<file path="config.mk">
export PLATFORM = sky130hd
export DESIGN_NAME = display_scan
export DESIGN_NICKNAME = d
export VERILOG_FILES = /design/src/rtl/display_pkg.sv /design/src/rtl/seg_decode.sv /design/src/rtl/display_scan.sv
export SDC_FILE = /design/constraint.sdc
export NUM_CORES = 1
export LEC_CHECK = 0
export ABC_CLOCK_PERIOD_IN_PS = 2200
export CORE_ASPECT_RATIO = 0.9
export CORE_MARGIN = 1
export CORE_UTILIZATION = 50
export CTS_CLUSTER_DIAMETER = 100
export DETAILED_ROUTE_END_ITERATION = 10
export GPL_ROUTABILITY_DRIVEN = 0
export PLACE_DENSITY = 0.75
export SYNTH_ARGS = -nofsm -noshare
export SYNTH_HDL_FRONTEND = slang
export SYNTH_SLANG_ARGS = --single-unit
export TNS_END_PERCENT = 100
</file>
<file path="constraint.sdc">
create_clock -name clk -period 2.2 [get_ports clk]
set_input_delay 0.44 -clock clk [delete_from_list [all_inputs] [get_ports clk]]
set_output_delay 0.44 -clock clk [all_outputs]
set_load 0.005 [all_outputs]
</file>
<file path="src/rtl/display_pkg.sv">
// Shared constants for the multiplexed 7-segment display scanner: segment patterns and parameter defaults.
// Patterns are active-low {g,f,e,d,c,b,a}. No logic, no latency, no flow control.
package display_pkg;

  localparam int DIGITS_DEF      = 4;
  localparam int SLOT_CYCLES_DEF = 5000;
  localparam int BRIGHT_W_DEF    = 4;

  localparam logic [6:0] SEG_BLANK = 7'h7F;

  localparam logic [6:0] SEG_HEX [16] = '{
    7'h40, 7'h79, 7'h24, 7'h30, 7'h19, 7'h12, 7'h02, 7'h78,
    7'h00, 7'h10, 7'h08, 7'h03, 7'h46, 7'h21, 7'h06, 7'h0E
  };

endpackage

</file>
<file path="src/rtl/seg_decode.sv">
// Hex nibble to active-low segments {dp,g,f,e,d,c,b,a}; blank forces a-g off, dp still honoured.
// Purely combinational, zero latency, no backpressure.
module seg_decode
  import display_pkg::*;
(
  input  logic [3:0] nibble,
  input  logic       blank,
  input  logic       dp,
  output logic [7:0] seg
);

  assign seg = {~dp, (blank ? SEG_BLANK : SEG_HEX[nibble])};

endmodule

</file>
<file path="src/rtl/display_scan.sv">
// Multiplexed 7-segment scanner with frame-synchronous value update and PWM brightness; an/sseg registered
// (1 cycle after index/sub-phase). No backpressure: last load wins. DISPLAY_SCAN_LZB_EN enables zero blanking.
module display_scan
  import display_pkg::*;
#(
  parameter int DIGITS      = DIGITS_DEF,
  parameter int SLOT_CYCLES = SLOT_CYCLES_DEF,
  parameter int BRIGHT_W    = BRIGHT_W_DEF
) (
  input  logic                  clk,
  input  logic                  rst,
  input  logic [4*DIGITS-1:0]   value,
  input  logic [DIGITS-1:0]     dp,
  input  logic                  load,
  input  logic [BRIGHT_W-1:0]   brightness,
  input  logic                  lz_blank,
  output logic [DIGITS-1:0]     an,
  output logic [7:0]            sseg,
  output logic                  frame_done
);

  localparam int CNT_W      = $clog2(SLOT_CYCLES);
  localparam int IDX_W      = (DIGITS > 1) ? $clog2(DIGITS) : 1;
  localparam int SUB_CYCLES = SLOT_CYCLES >> BRIGHT_W;
  localparam int SUB_W      = (SUB_CYCLES > 1) ? $clog2(SUB_CYCLES) : 1;
  localparam logic [BRIGHT_W-1:0] BRIGHT_MAX = '1;

  logic [CNT_W-1:0]    pre_cnt;
  logic [SUB_W-1:0]    sub_cnt;
  logic [BRIGHT_W-1:0] sub_phase;
  logic [IDX_W-1:0]    idx;
  logic                slot_tick;
  logic                frame_tick;
  logic                pending;
  logic [4*DIGITS-1:0] stage_val;
  logic [4*DIGITS-1:0] disp_val;
  logic [DIGITS-1:0]   stage_dp;
  logic [DIGITS-1:0]   disp_dp;
  logic [3:0]          cur_nib;
  logic                cur_dp;
  logic                cur_blank;
  logic                lit;
  logic [7:0]          cur_seg;

  assign slot_tick  = (pre_cnt == CNT_W'(SLOT_CYCLES - 1));
  assign frame_tick = slot_tick && (idx == IDX_W'(DIGITS - 1));

  // Sub-phase saturates so a slot length that is not an exact multiple still ends dark-safe.
  always_ff @(posedge clk) begin
    if (!rst) begin
      pre_cnt   <= '0;
      sub_cnt   <= '0;
      sub_phase <= '0;
      idx       <= '0;
    end else if (slot_tick) begin
      pre_cnt   <= '0;
      sub_cnt   <= '0;
      sub_phase <= '0;
      idx       <= frame_tick ? '0 : idx + 1'b1;
    end else begin
      pre_cnt <= pre_cnt + 1'b1;
      if (sub_cnt == SUB_W'(SUB_CYCLES - 1)) begin
        sub_cnt <= '0;
        if (sub_phase != BRIGHT_MAX) sub_phase <= sub_phase + 1'b1;
      end else begin
        sub_cnt <= sub_cnt + 1'b1;
      end
    end
  end

  // The boundary copy uses the old staging contents, so a load on that same cycle waits a frame.
  always_ff @(posedge clk) begin
    if (!rst) begin
      pending    <= 1'b0;
      stage_val  <= '0;
      stage_dp   <= '0;
      disp_val   <= '0;
      disp_dp    <= '0;
      frame_done <= 1'b0;
    end else begin
      frame_done <= frame_tick;
      if (frame_tick && pending) begin
        disp_val <= stage_val;
        disp_dp  <= stage_dp;
      end
      if (load) begin
        stage_val <= value;
        stage_dp  <= dp;
        pending   <= 1'b1;
      end else if (frame_tick) begin
        pending <= 1'b0;
      end
    end
  end

  always_comb begin
    cur_nib = '0;
    cur_dp  = 1'b0;
    for (int i = 0; i < DIGITS; i++) begin
      if (idx == IDX_W'(i)) begin
        cur_nib = disp_val[4*i +: 4];
        cur_dp  = disp_dp[i];
      end
    end
  end

`ifdef DISPLAY_SCAN_LZB_EN
  logic [DIGITS-1:0] lz_mask;

  always_comb begin
    logic zero_run;
    zero_run = 1'b1;
    lz_mask  = '0;
    for (int i = DIGITS - 1; i >= 1; i--) begin
      zero_run   = zero_run && (disp_val[4*i +: 4] == 4'h0);
      lz_mask[i] = zero_run;
    end
  end

  assign cur_blank = lz_blank && lz_mask[idx];
`else
  assign cur_blank = lz_blank & 1'b0;
`endif

  assign lit = (brightness == BRIGHT_MAX) || (sub_phase < brightness);

  seg_decode u_seg_decode (
    .nibble (cur_nib),
    .blank  (cur_blank),
    .dp     (cur_dp),
    .seg    (cur_seg)
  );

  // Anodes forced off on the slot's last cycle so the index change never overlaps a lit digit.
  always_ff @(posedge clk) begin
    if (!rst) begin
      an   <= '1;
      sseg <= 8'hFF;
    end else begin
      an   <= (lit && !slot_tick) ? ~(DIGITS'(1) << idx) : '1;
      sseg <= cur_seg;
    end
  end

endmodule

</file>
After elaboration in Yosys (flattened, before gate mapping)
Memory sizes are Yosys's and may differ from the RTL's. A register that Yosys moved wholly into a read port is not among the register bits. Cells that the tools add are included. W data, S select, Z words.

Register bits: 82. ROM bits: 112. Input port bits: 28. Output and inout bits: 13. Word-level logic and storage cells: 56. Memories kept: 1.

$add $sub $neg: 4. Order comparisons: 2. Equal/unequal tests: 7. Shift-type cells: 1. Multiplexer cells: 13. Bitwise operators: 4. Reduce and logical (&&, ||, !) cells: 12.

Memory list: (no name shown) (words 16, bits a word 7, rd ports 1, clocked after memory_dff 1, write ports 0, line seg_decode.sv:12) `assign seg = {~dp, (blank ? SEG_BLANK : SEG_HEX[nibble])};`.

Operators by type and width (count): $mux W4 (4); $mux W7 (2); $add A13 B1 Y13 const B (1); $eq A13 B13 Y1 const B (1); $add A9 B1 Y9 const B (1); $eq A9 B9 Y1 const B (1); $mux W1 (6); $ge A5 B5 Y1 const B (1); $not A4 Y5 (1); $add A4 B1 Y4 const B (1); $eq A2 B2 Y1 const B (2); $eq A4 B4 Y1 const B (1); $lt A4 B4 Y1 (1); $ne A4 B4 Y1 const B (1); $not A4 Y4 (1); $reduce_and A2 Y1 (2); $shl A1 B2 Y4 const A (1); $logic_and A1 B1 Y1 (3); $reduce_or A3 Y1 (1); $add A2 B1 Y2 const B (1); $eq A2 B1 Y1 const B (1); $logic_not A1 Y1 (2); $logic_not A2 Y1 (1); $mux W2 (1); other kinds (4) (5).

Depth between registers and ports, before layout
Depth after elaboration: 9. Depth in mapped cells: 10. Gate-level depth less buffers: 9.

Modules after synthesis
Synthesis repeated with hierarchy kept, for this count alone.

Cells, all modules: 378. Area, all modules: 3642.2 µm².

By module, submodules not included: display_scan (instances 1, cells each 342, area each 3339.5 µm², sequential area each 1641.6 µm²); seg_decode (instances 1, cells each 36, area each 302.8 µm², sequential area each 0.0 µm²).

Worst setup path before layout
Ideal clock, no wire load.

Path type: register to register. Start: register idx[0]. End: register sseg[3]. Library setup time: 0.074 ns. Data arrival time: 2.336 ns. Required time: 2.126 ns. Setup slack: -0.210 ns. Stages on the path, launching flop included: 10. Path buffers: 2. Clock period less this slack: 2.410 ns. Cells stage by stage: dfxtp_1 > ha_1 > clkbuf_1 > clkbuf_1 > a211oi_1 > a211o_1 > ha_1 > a2111oi_0 > a2111oi_0 > a31oi_1.

Longest elaborated chain between the ends: 6. Elaborated cells on any way between the ends: 9. Those cells by class: 3 x eq/ne; 4 x mux; 1 x bitwise; 1 x reduce/logical.

RTL lines: start: declaration (line display_scan.sv:31) `logic [IDX_W-1:0] idx;`; start signal: assignment (line display_scan.sv:59) `idx <= frame_tick ? '0 : idx + 1'b1;`; $logic_not A2 Y1 (line display_scan.sv:100) `if (idx == IDX_W'(i)) begin`; $mux W4 (3 in series) (line display_scan.sv:100); $mux W4 (*) (line display_scan.sv:100); $not A4 Y5 (implied by the code) (*) (line seg_decode.sv:12); end: declaration (line display_scan.sv:18) `output logic [7:0] sseg,`.

Every way passes the cells marked *; elsewhere a longest branch is shown, timed or not. A chain may end at the register's enable or synchronous reset.

Worst setup path in the final report
Start: register idx[0]. End: register sseg[0].

Same word-level chain as after synthesis.

==> metrics.md <==
| Metric | Value |
|---|---|
| Status | `completed` |
| Multi-input logic area | `between 1500 and 2000 µm²` |
| Worst Hold Class | `flop to flop` |
| Clock Sinks | `82` |
| Slew Limit Fails | `0` |
| Max clock buf depth | `2` |
| Fin. Hold Viols | `0` |
| Critical Path RT | `2420 ps` |
| Synthesized net count | `413` |
| Cts hold-fix bufs | `0` |
| Cell Rows | `28` |
| Async S/R FF share, synth | `0%` |
| Vias after detailed routing | `2,709` |
| Final WL | `7150 µm` |
| Storage element area | `1650 µm²` |
| Synth Register Bits | `82` |
| Post-synthesis cell area | `3600 µm²` |
| Synth cell types | `52` |
| Final period utilization | `95.7%` |
| GRT Overall Usage | `20.7%` |
| Die width | `between 90 and 100 µm` |
| # port buffers | `39` |
| Layout Cells excl Fill | `514` |
| Area share of the largest cell type after synthesis | `between 40 and 50%` |
| Synthesized instance count | `369` |
| CP Launch Type | `flop` |
| Syn avg cell area | `9.76 µm²` |
| DP HPWL | `5110 µm` |
| Pleak | `around 1.7 nW` |
| Critical path fanouts, max | `7` |
| Arrival time of the worst setup path | `2330 ps` |
| # diodes | `0` |
| Hold Path Stages | `1` |
| Ranking of synthesized cells by area | `dfxtp_1 46%, mux2i_1 13%, nor2_1 6.9%` |
| Final Util | `64.4%` |
| Die area | `7550 µm²` |
| Final setup violation count | `0` |
| H-tree levels | `3` |
| Core ar. | `6760 µm²` |
| Total CTS buffers | `9` |
| Max Cap Viol | `0` |
| Share of layout cells above drive strength 1 | `11.3%` |
| Fmax | `approximately 0.47 GHz` |
| WL/cell | `13.9 µm` |
| Global-route wire length before repair | `roughly 12,000 µm` |
| CP endpoint kind | `flop` |
| Pwr per Cell Area | `597 nW/µm²` |
| Layout area overhead | `20.8%` |
| Vias in the first global route | `around 2,700` |
| Post-CTS Setup Inserts | `0` |
| Number of synthesized flops with an enable pin | `0` |
| RSZ-0062 raised after global routing | `true` |
| Main flop type after synthesis | `dfxtp_1` |
| Gr ovfl total | `0` |
| Post-route ant nets | `0` |
| Setup Skew | `6.77 ps` |
| Die height | `82.5 µm` |
| Reg2reg path depth | `9` |
| Worst R2R Setup Slack | `90 ps` |
| Cells after DPL | `501` |
| Peak supply drop | `roughly 410 µV` |
| Slew @ Worst Pin | `355 ps` |
| DR vias/cell | `5.27` |
| Post_cts resized | `2` |
| Initial antenna violation count | `0` |
| DR DRC count | `0` |
| Synth Warn # | `0` |
| Root buf cell | `clkbuf_8` |
| Max_slew headroom | `between 70 and 80%` |
| NumNets Final | `466` |
| Effective utilization at floorplan | `53.3%` |
| # IOs | `41` |
| Worst-path clk slew | `70 ps` |
| Clk Latency, worst-skew pair | `340 ps` |
| Cell taking the most area after synthesis | `dfxtp_1` |
| Largest net degree at the start of global routing | `26` |
| Register area share after synthesis | `45.6%` |
| WS Path Type | `flop to flop` |
| FILL cells | `562` |
| Minimum clock period | `between 2000 and 2500 ps` |
| First-pass iteration count of the detailed router | `4` |
| CTS tree | `built` |
| Starting DRT DRC Count | `between 100 and 150` |
[cells in the mapped netlist (3+ instances only)]
master / number
a211o_1: 3
a211oi_1: 4
a21oi_1: 5
a31oi_1: 3
and3_1: 4
buf_2: 3
clkbuf_1: 12
dfxtp_1: 82
ha_1: 16
inv_1: 14
mux2i_1: 47
nand2_1: 11
nand3_1: 9
nand3b_1: 3
nand4_1: 6
nor2_1: 66
nor2b_1: 6
nor3_1: 3
nor3b_1: 4
nor4_1: 4
o211ai_1: 4
o21ai_0: 4
or3_1: 3
xnor2_1: 9
xor2_1: 9
[critical path, cell delays in order, from the launching register on]
cell and delay [ps]:
dfxtp_4 380, inv_1 70, ha_2 230, a211oi_1 220, a211o_1 180, buf_4 140
inv_1 70, ha_1 250, nor4b_1 340, a311oi_1 90
[layout by cell type (no fill, tap or decap), types with 11 or more instances in the layout]
cell             Yosys  final
dfxtp_1             82     80
nor2_1              66     66
mux2i_1             47     47
clkdlybuf4s50_1      0     39
buf_4                0     22
inv_1               14     13
ha_1                16     12
nand2_1             11     11
[final cells by class]
class	instances	area share, %
tap	90	2.59
sequential	82	37.8
clock inverter	1	0.115
multi-input combinational	254	42.4
clock buffer	12	3.10
inverter	14	1.21
timing repair buffer	61	12.8
[flip-flops by register name, indices dropped and copies added, names as in the netlist, 2 cells and up]
name / cells
stage_val: 16
idx: 2
sub_phase: 4
an: 4
sub_cnt: 9
disp_dp: 4
stage_dp: 4
disp_val: 16
sseg: 8
pre_cnt: 13
[cells by family (layout without fill, tap and decap cells)]
kind of cell,count (synthesis),count (layout),synth area share (%)
and+or+nand+nor,133,133,18.9
DFF,82,82,45.6
xor gates and xnor gates,18,18,4.38
AOI/OAI and AO/OA,40,40,8.58
muxes,47,47,13.1
adders and majority gates,16,16,5.56
buffers and inverters,33,88,3.96
[worst paths after layout]
check,start,to
max,idx[0],sseg[0]
min,pre_cnt[0],pre_cnt[0]
max reg2reg,idx[0],sseg[0]
min reg2reg,pre_cnt[0],pre_cnt[0]
[layer usage]
metal / routed length [µm] / share of wire (%) / vias up / global-route usage, %
met3: 237 / 3.3 / 10 / 5.04
met2: 3450 / 48 / 43 / 36.5
met5: 0 / 0 / - / 0
met1: 3370 / 47 / 1279 / 25.0
met4: 92 / 1.3 / 0 / 7.14
li1: - / - / 1377 / -
[metrics by stage]
| stage | setup slack (ps) | TNS, ps | instance area, µm² | hold slack, ps | power (mW) |
|---|---|---|---|---|---|
| after floorplan | -52.3 | -52.3 | 3640 | 418 | 1.66 |
| after global placement | 34.8 | 0 | 4200 | 424 | 1.75 |
| after detailed placement | -9.92 | -9.92 | 4200 | 436 | 1.76 |
| after CTS | 29.0 | 0 | 4340 | 453 | 2.62 |
| after global routing | -76.8 | -76.8 | 4350 | 510 | 2.71 |
| final | 93.6 | 0 | 4350 | 455 | 2.60 |
[report_power, final]
group	total [mW]	internal, mW	switching (mW)
logic	0.176	0.101	0.0749
registers	1.54	1.52	0.0232
clock network	0.879	0.391	0.487
(Power assumes the default switching activity.)
